File: config.mk
export PLATFORM = sky130hd
export DESIGN_NAME = spike_input_arbiter
export DESIGN_NICKNAME = d
export VERILOG_FILES = /design/src/rtl/spike_input_arbiter.sv
export SDC_FILE = /design/constraint.sdc
export NUM_CORES = 1
export LEC_CHECK = 0
export ABC_AREA = 1
export CORE_ASPECT_RATIO = 2
export CORE_UTILIZATION = 50
export DETAILED_ROUTE_END_ITERATION = 10
export PLACE_DENSITY = 0.74
export REMOVE_ABC_BUFFERS = 1
export SLEW_MARGIN = 20
export SYNTH_ARGS = -nofsm -noshare
export SYNTH_HDL_FRONTEND = slang
export SYNTH_SLANG_ARGS = --single-unit
export TNS_END_PERCENT = 100
File: constraint.sdc
create_clock -name clk -period 2.5 [get_ports clk]
set_input_delay 0.375 -clock clk [delete_from_list [all_inputs] [get_ports clk]]
set_output_delay 0.375 -clock clk [all_outputs]
set_load 0.03 [all_outputs]
File: src/rtl/spike_input_arbiter.sv
// Round-robin arbiter that funnels NUM_PORTS spike requesters into one registered
// output port, with per-port grant counters, starvation flags and a 32-bit config bus.
module spike_input_arbiter #(
   parameter int NUM_PORTS       = 4,
   parameter int PORT_ID_WIDTH   = 2,
   parameter int NEURON_ID_WIDTH = 6,
   parameter int STARVE_LIMIT    = 64
) (
   input  logic                                 clk,
   input  logic                                 rst,
   input  logic [NUM_PORTS-1:0]                 s_spike_valid,
   input  logic [NUM_PORTS*NEURON_ID_WIDTH-1:0] s_spike_neuron_id,
   output logic [NUM_PORTS-1:0]                 s_spike_ready,
   output logic                                 m_spike_valid,
   output logic [NEURON_ID_WIDTH-1:0]           m_spike_neuron_id,
   output logic [PORT_ID_WIDTH-1:0]             m_spike_src_port,
   input  logic                                 m_spike_ready,
   input  logic                                 config_we,
   input  logic [7:0]                           config_addr,
   input  logic [31:0]                          config_data,
   output logic [31:0]                          config_readdata,
   output logic                                 starve_any,
   output logic                                 arb_busy
);

   localparam logic [15:0]              LIMIT     = 16'(STARVE_LIMIT);
   localparam logic [PORT_ID_WIDTH-1:0] LAST_PORT = PORT_ID_WIDTH'(NUM_PORTS - 1);

   logic                       m_valid_q, m_valid_d;
   logic [NEURON_ID_WIDTH-1:0] m_id_q, m_id_d;
   logic [PORT_ID_WIDTH-1:0]   m_src_q, m_src_d;
   logic [PORT_ID_WIDTH-1:0]   rr_ptr_q, rr_ptr_d;
   logic [NUM_PORTS-1:0]       enable_mask_q, enable_mask_d;
   logic [NUM_PORTS-1:0]       starve_flag_q, starve_flag_d;
   logic [31:0]                grant_count_q [NUM_PORTS];
   logic [31:0]                grant_count_d [NUM_PORTS];
   logic [15:0]                wait_cnt_q [NUM_PORTS];
   logic [15:0]                wait_cnt_d [NUM_PORTS];

   logic [NUM_PORTS-1:0]       eligible;
   logic                       load;
   logic                       accept;
   logic                       grant_found;
   logic [PORT_ID_WIDTH-1:0]   grant_idx;
   logic [NEURON_ID_WIDTH-1:0] grant_id;
   logic                       clr_counts;
   logic                       clr_starve;
   logic                       write_mask;
   logic                       unused_cfg_bits;

   assign eligible   = s_spike_valid & enable_mask_q;
   assign load       = !m_valid_q || m_spike_ready;
   assign accept     = load && grant_found;
   assign write_mask = config_we && (config_addr == 8'h00);
   assign clr_counts = config_we && (config_addr == 8'h01) && config_data[0];
   assign clr_starve = config_we && (config_addr == 8'h01) && config_data[1];
   assign unused_cfg_bits = ^config_data[31:NUM_PORTS];

   // Two-pass priority scan: ports at or above rr_ptr first, then wrap to the lowest.
   always_comb begin
      grant_found = 1'b0;
      grant_idx   = '0;
      for (int i = 0; i < NUM_PORTS; i++) begin
         if (!grant_found && eligible[i] && (PORT_ID_WIDTH'(i) >= rr_ptr_q)) begin
            grant_found = 1'b1;
            grant_idx   = PORT_ID_WIDTH'(i);
         end
      end
      for (int i = 0; i < NUM_PORTS; i++) begin
         if (!grant_found && eligible[i]) begin
            grant_found = 1'b1;
            grant_idx   = PORT_ID_WIDTH'(i);
         end
      end
   end

   always_comb begin
      grant_id      = '0;
      s_spike_ready = '0;
      for (int i = 0; i < NUM_PORTS; i++) begin
         if (grant_idx == PORT_ID_WIDTH'(i)) begin
            grant_id         = s_spike_neuron_id[i*NEURON_ID_WIDTH +: NEURON_ID_WIDTH];
            s_spike_ready[i] = !rst && accept;
         end
      end
   end

   always_comb begin
      m_valid_d     = m_valid_q;
      m_id_d        = m_id_q;
      m_src_d       = m_src_q;
      rr_ptr_d      = rr_ptr_q;
      enable_mask_d = write_mask ? config_data[NUM_PORTS-1:0] : enable_mask_q;
      if (load) begin
         m_valid_d = grant_found;
         if (grant_found) begin
            m_id_d   = grant_id;
            m_src_d  = grant_idx;
            rr_ptr_d = (grant_idx == LAST_PORT) ? '0 : grant_idx + PORT_ID_WIDTH'(1);
         end
      end
   end

   // Clears from the config bus override same-cycle increments and flag sets.
   always_comb begin
      starve_flag_d = starve_flag_q;
      for (int i = 0; i < NUM_PORTS; i++) begin
         grant_count_d[i] = grant_count_q[i];
         wait_cnt_d[i]    = '0;
         if (accept && (grant_idx == PORT_ID_WIDTH'(i))) begin
            grant_count_d[i] = grant_count_q[i] + 32'd1;
         end else if (eligible[i]) begin
            wait_cnt_d[i] = (wait_cnt_q[i] == LIMIT) ? LIMIT : wait_cnt_q[i] + 16'd1;
         end
         if (wait_cnt_d[i] == LIMIT) begin
            starve_flag_d[i] = 1'b1;
         end
         if (clr_counts) begin
            grant_count_d[i] = '0;
         end
         if (clr_starve) begin
            wait_cnt_d[i]    = '0;
            starve_flag_d[i] = 1'b0;
         end
      end
   end

   always_ff @(posedge clk) begin
      if (rst) begin
         m_valid_q     <= 1'b0;
         m_id_q        <= '0;
         m_src_q       <= '0;
         rr_ptr_q      <= '0;
         enable_mask_q <= '1;
         starve_flag_q <= '0;
         for (int i = 0; i < NUM_PORTS; i++) begin
            grant_count_q[i] <= '0;
            wait_cnt_q[i]    <= '0;
         end
      end else begin
         m_valid_q     <= m_valid_d;
         m_id_q        <= m_id_d;
         m_src_q       <= m_src_d;
         rr_ptr_q      <= rr_ptr_d;
         enable_mask_q <= enable_mask_d;
         starve_flag_q <= starve_flag_d;
         for (int i = 0; i < NUM_PORTS; i++) begin
            grant_count_q[i] <= grant_count_d[i];
            wait_cnt_q[i]    <= wait_cnt_d[i];
         end
      end
   end

   always_comb begin
      config_readdata = 32'hDEADBEEF;
      case (config_addr)
         8'h00:   config_readdata = {{(32-NUM_PORTS){1'b0}}, enable_mask_q};
         8'h02:   config_readdata = {{(32-PORT_ID_WIDTH){1'b0}}, rr_ptr_q};
         8'h20:   config_readdata = {{(32-NUM_PORTS){1'b0}}, starve_flag_q};
         default: begin
            for (int i = 0; i < NUM_PORTS; i++) begin
               if (config_addr == 8'(16 + i)) begin
                  config_readdata = grant_count_q[i];
               end
            end
         end
      endcase
   end

   assign m_spike_valid     = m_valid_q;
   assign m_spike_neuron_id = m_id_q;
   assign m_spike_src_port  = m_src_q;
   assign starve_any        = |starve_flag_q;
   assign arb_busy          = m_valid_q || (|eligible);

endmodule

==> impl_metrics.tcl <==
set metrics [dict create \
    pin_count 119 \
    rsz0062_at_grt "yes" \
    via_per_inst 5.717 \
    status "complete, but fails checks" \
    synth_seq_area_share 0.3176 \
    dieArea_um2 27300 \
    yosysMostFrequentCell "nand2_1" \
    yosys.area_share.simple 0.3843 \
    synthAdderAreaFrac 0.01411 \
    max_slew_margin 0.5489 \
    setup_viol 17 \
    antenna_found_initial 0 \
    period_share 1.059 \
    yosys.area.top_type_share 0.3176 \
    min_path_cells 3 \
    h-tree-depth 1 \
    hold_viol_final 0 \
    core-area_um2 26170 \
    cts_root_buf "clkbuf_16" \
    multi_input_area_um2 8463 \
    clk_pin_slew_ns 0.07 \
    drv_cap 0 \
    wl_per_cell_um 19.42 \
    synth_edf_count 0 \
    drc 0 \
    r2r_slack_ns -0.09 \
    synth.area.top_cells "dfxtp_1 (32%), nand2_1 (15%), nor2_1 (7.4%), inv_1 (6.3%), a21oi_1 (5.5%)" \
    area_growth_pct 31.59 \
    synthCells 2078 \
    cts_buffer_depth 3 \
    synth-seq-cells 211 \
    power_leakage_nw 6.805 \
    syn_area_um2 13300 \
    grt_pass1_wl_mm 78.36 \
    die_x_um 117.3 \
    max_freq_mhz 377.8 \
    arrival_ns 2.27 \
    syn_avg_cell_area_um2 6.401 \
    start_util 0.5083 \
    ys_types 57 \
    synth_common_cells "nand2_1 (518), nor2_1 (261), inv_1 (222)" \
    layout_setup_ws_ns -0.1470 \
    drive_above_1_share 0.1869 \
    ys_async_sr_fraction 0 \
    slew_viol_final 0 \
    num_vias 15366 \
    min_period_ns 2.647 \
    synth_top_family_by_area "simple AND/OR/NAND/NOR gates" \
    overflow 0 \
    tightest_slew_ns 0.6715 \
    crit_type "reg2out" \
    vdd_drop_max_mv 0.5540 \
    synthFlopType "dfxtp_1" \
    port_buffers 90 \
    synth-xor-area-share 0.05465 \
    dpl.hpwl_mm 37.85 \
    drt_wl_total_mm 52.20 \
    worst_ep_required_time_ns 2.12 \
    gp_congestion 0.9858 \
    total_power_mw 8.493 \
    cp-start-kind "flop" \
    synth_area_leader_cell "dfxtp_1" \
    r2r-start "rr_ptr_q[1]" \
    grt_usage 0.3697 \
    violations "negative setup slack" \
    fp.dieH_um 232.7 \
    hold_path.class "in2reg" \
    drt_iter0_markers 1107 \
    fin_hold_ws_ns 0.4378 \
    final_antenna_net_count 0 \
    synth.mux.area_fraction 0 \
    antennaDiodeCount 0 \
    grt_max_degree 52 \
    synth_compound_area_frac 0.1369 \
    insertion_delay_ns 0.53 \
    cts_tree "done" \
    clock-sinks 211 \
    grt_pass1_vias 15247 \
    rr_endpoint "grant_count_q[0][4]" \
    r2r.worst_path.cells 17 \
    row_count 84 \
    nets 2417 \
    crit_path_end_kind "output pin" \
    yosysWarnings 0 \
    fin_skew_ns 0.01803 \
    postLayoutCoreUtil 0.6688 \
    cts_buffers 22 \
    dr.pass1.iters 6 \
    crit_path_max_fanout 4 \
    hold_buffers 0 \
    power_density_nw_per_um2 485.2 \
    num-fill-cells 2264 \
    hold_end "m_spike_neuron_id[3]" \
    register_area_um2 4235 \
    hp-start "s_spike_neuron_id[21]" \
]
## how the worst max path moves through the flow
stage                     start                    to  slack, ns  cells past startpoint
2_1_floorplan  s_spike_valid[0]  grant_count_q[2][10]      -0.46                     15
3_3_place_gp   s_spike_valid[0]      s_spike_ready[1]      -0.50                     15
3_5_place_dp   s_spike_valid[0]      s_spike_ready[1]      -0.53                     11
4_1_cts             rr_ptr_q[0]      s_spike_ready[2]      -0.12                     13
5_1_grt             rr_ptr_q[1]      s_spike_ready[2]      -0.23                     12
6_report            rr_ptr_q[1]      s_spike_ready[2]      -0.15                     12
## report_power, final
group          total (mW)  leakage, nW  switching (mW)  internal, mW
registers            3.50         1.70          0.0810          3.42
clock network        3.39        0.360            1.44          1.95
logic                1.60         4.74           0.918         0.681
total                8.49         6.81            2.44          6.06
## layout make-up
| type | instances | area share |
|---|---|---|
| Clock inverter | 6 | 0.003288 |
| Tap cell | 344 | 0.02459 |
| Clock buffer | 32 | 0.03824 |
| Multi-Input combinational cell | 1566 | 0.4835 |
| Inverter | 231 | 0.05040 |
| Timing Repair Buffer | 298 | 0.1580 |
| Sequential cell | 211 | 0.2420 |
## flip-flops by register name, indices dropped and copies added, names as in the netlist
signal	cells
grant_count_q	128
wait_cnt_q	64
m_spike_neuron_id	6
enable_mask_q	4
starve_flag_q	4
m_spike_src_port	2
rr_ptr_q	2
m_spike_valid	1
## placed cells by master (no fill, tap or decap), types with 16 or more instances in the layout
| cell | instances |
|---|---|
| o21ai_0 | 53 |
| xor2_1 | 71 |
| dfxtp_1 | 206 |
| clkbuf_16 | 26 |
| buf_12 | 16 |
| nor3_1 | 95 |
| o21ai_1 | 23 |
| nor2_1 | 254 |
| nand4_1 | 57 |
| buf_6 | 30 |
| nand2_2 | 19 |
| buf_4 | 187 |
| inv_1 | 212 |
| a21oi_1 | 138 |
| clkdlybuf4s50_1 | 45 |
| nand3_1 | 123 |
| nand2_1 | 496 |
## routing by layer
metal,vias to the layer above,share of wire,global-route usage
met4,0,0.10,0.3539
met1,7065,0.33,0.3263
met2,654,0.51,0.6999
met3,302,0.057,0.06054
met5,-,0,0
li1,7345,-,-
## worst max-delay path, cell delays in order, from the launching register on
cell and delay, ns:
dfxtp_4 0.40, inv_4 0.05, nand3_4 0.08, nand4_1 0.16, nand2_2 0.12, nand2_1 0.06, a31oi_1 0.17, buf_4 0.18
ha_4 0.14, buf_6 0.11, nand2_8 0.06, nor2_4 0.08, buf_6 0.13
## cells by family (layout without fill, tap and decap cells)
| logic type | count (synthesis) | count (layout) |
|---|---|---|
| flip-flops | 211 | 211 |
| buffers and inverters | 302 | 567 |
| AO/OA/AOI/OAI | 321 | 321 |
| adder cells (fa/ha/maj) | 15 | 15 |
| AND/OR/NAND/NOR | 1146 | 1147 |
| XOR/XNOR | 83 | 83 |
## metrics by stage
step / instances / worst slack, ns / setup TNS [ns] / instance area (µm²)
final: 2688 / -0.1470 / -0.9470 / 17500
after global routing: 2688 / -0.2309 / -3.258 / 17500
after CTS: 2663 / -0.1180 / -0.4606 / 16800
after detailed placement: 2585 / -0.5322 / -54.37 / 15390
after global placement: 2585 / -0.4955 / -42.79 / 15390
after floorplan: 2007 / -0.4599 / -10.50 / 12940
## timing repair
item	4_1_cts	5_1_grt
pin swaps	26	51
endpoints found under the setup margin	47	100
setup buffers	37	25
gates cloned	3	4
gates resized for setup	112	141
Power figures use the tool's default switching activity.
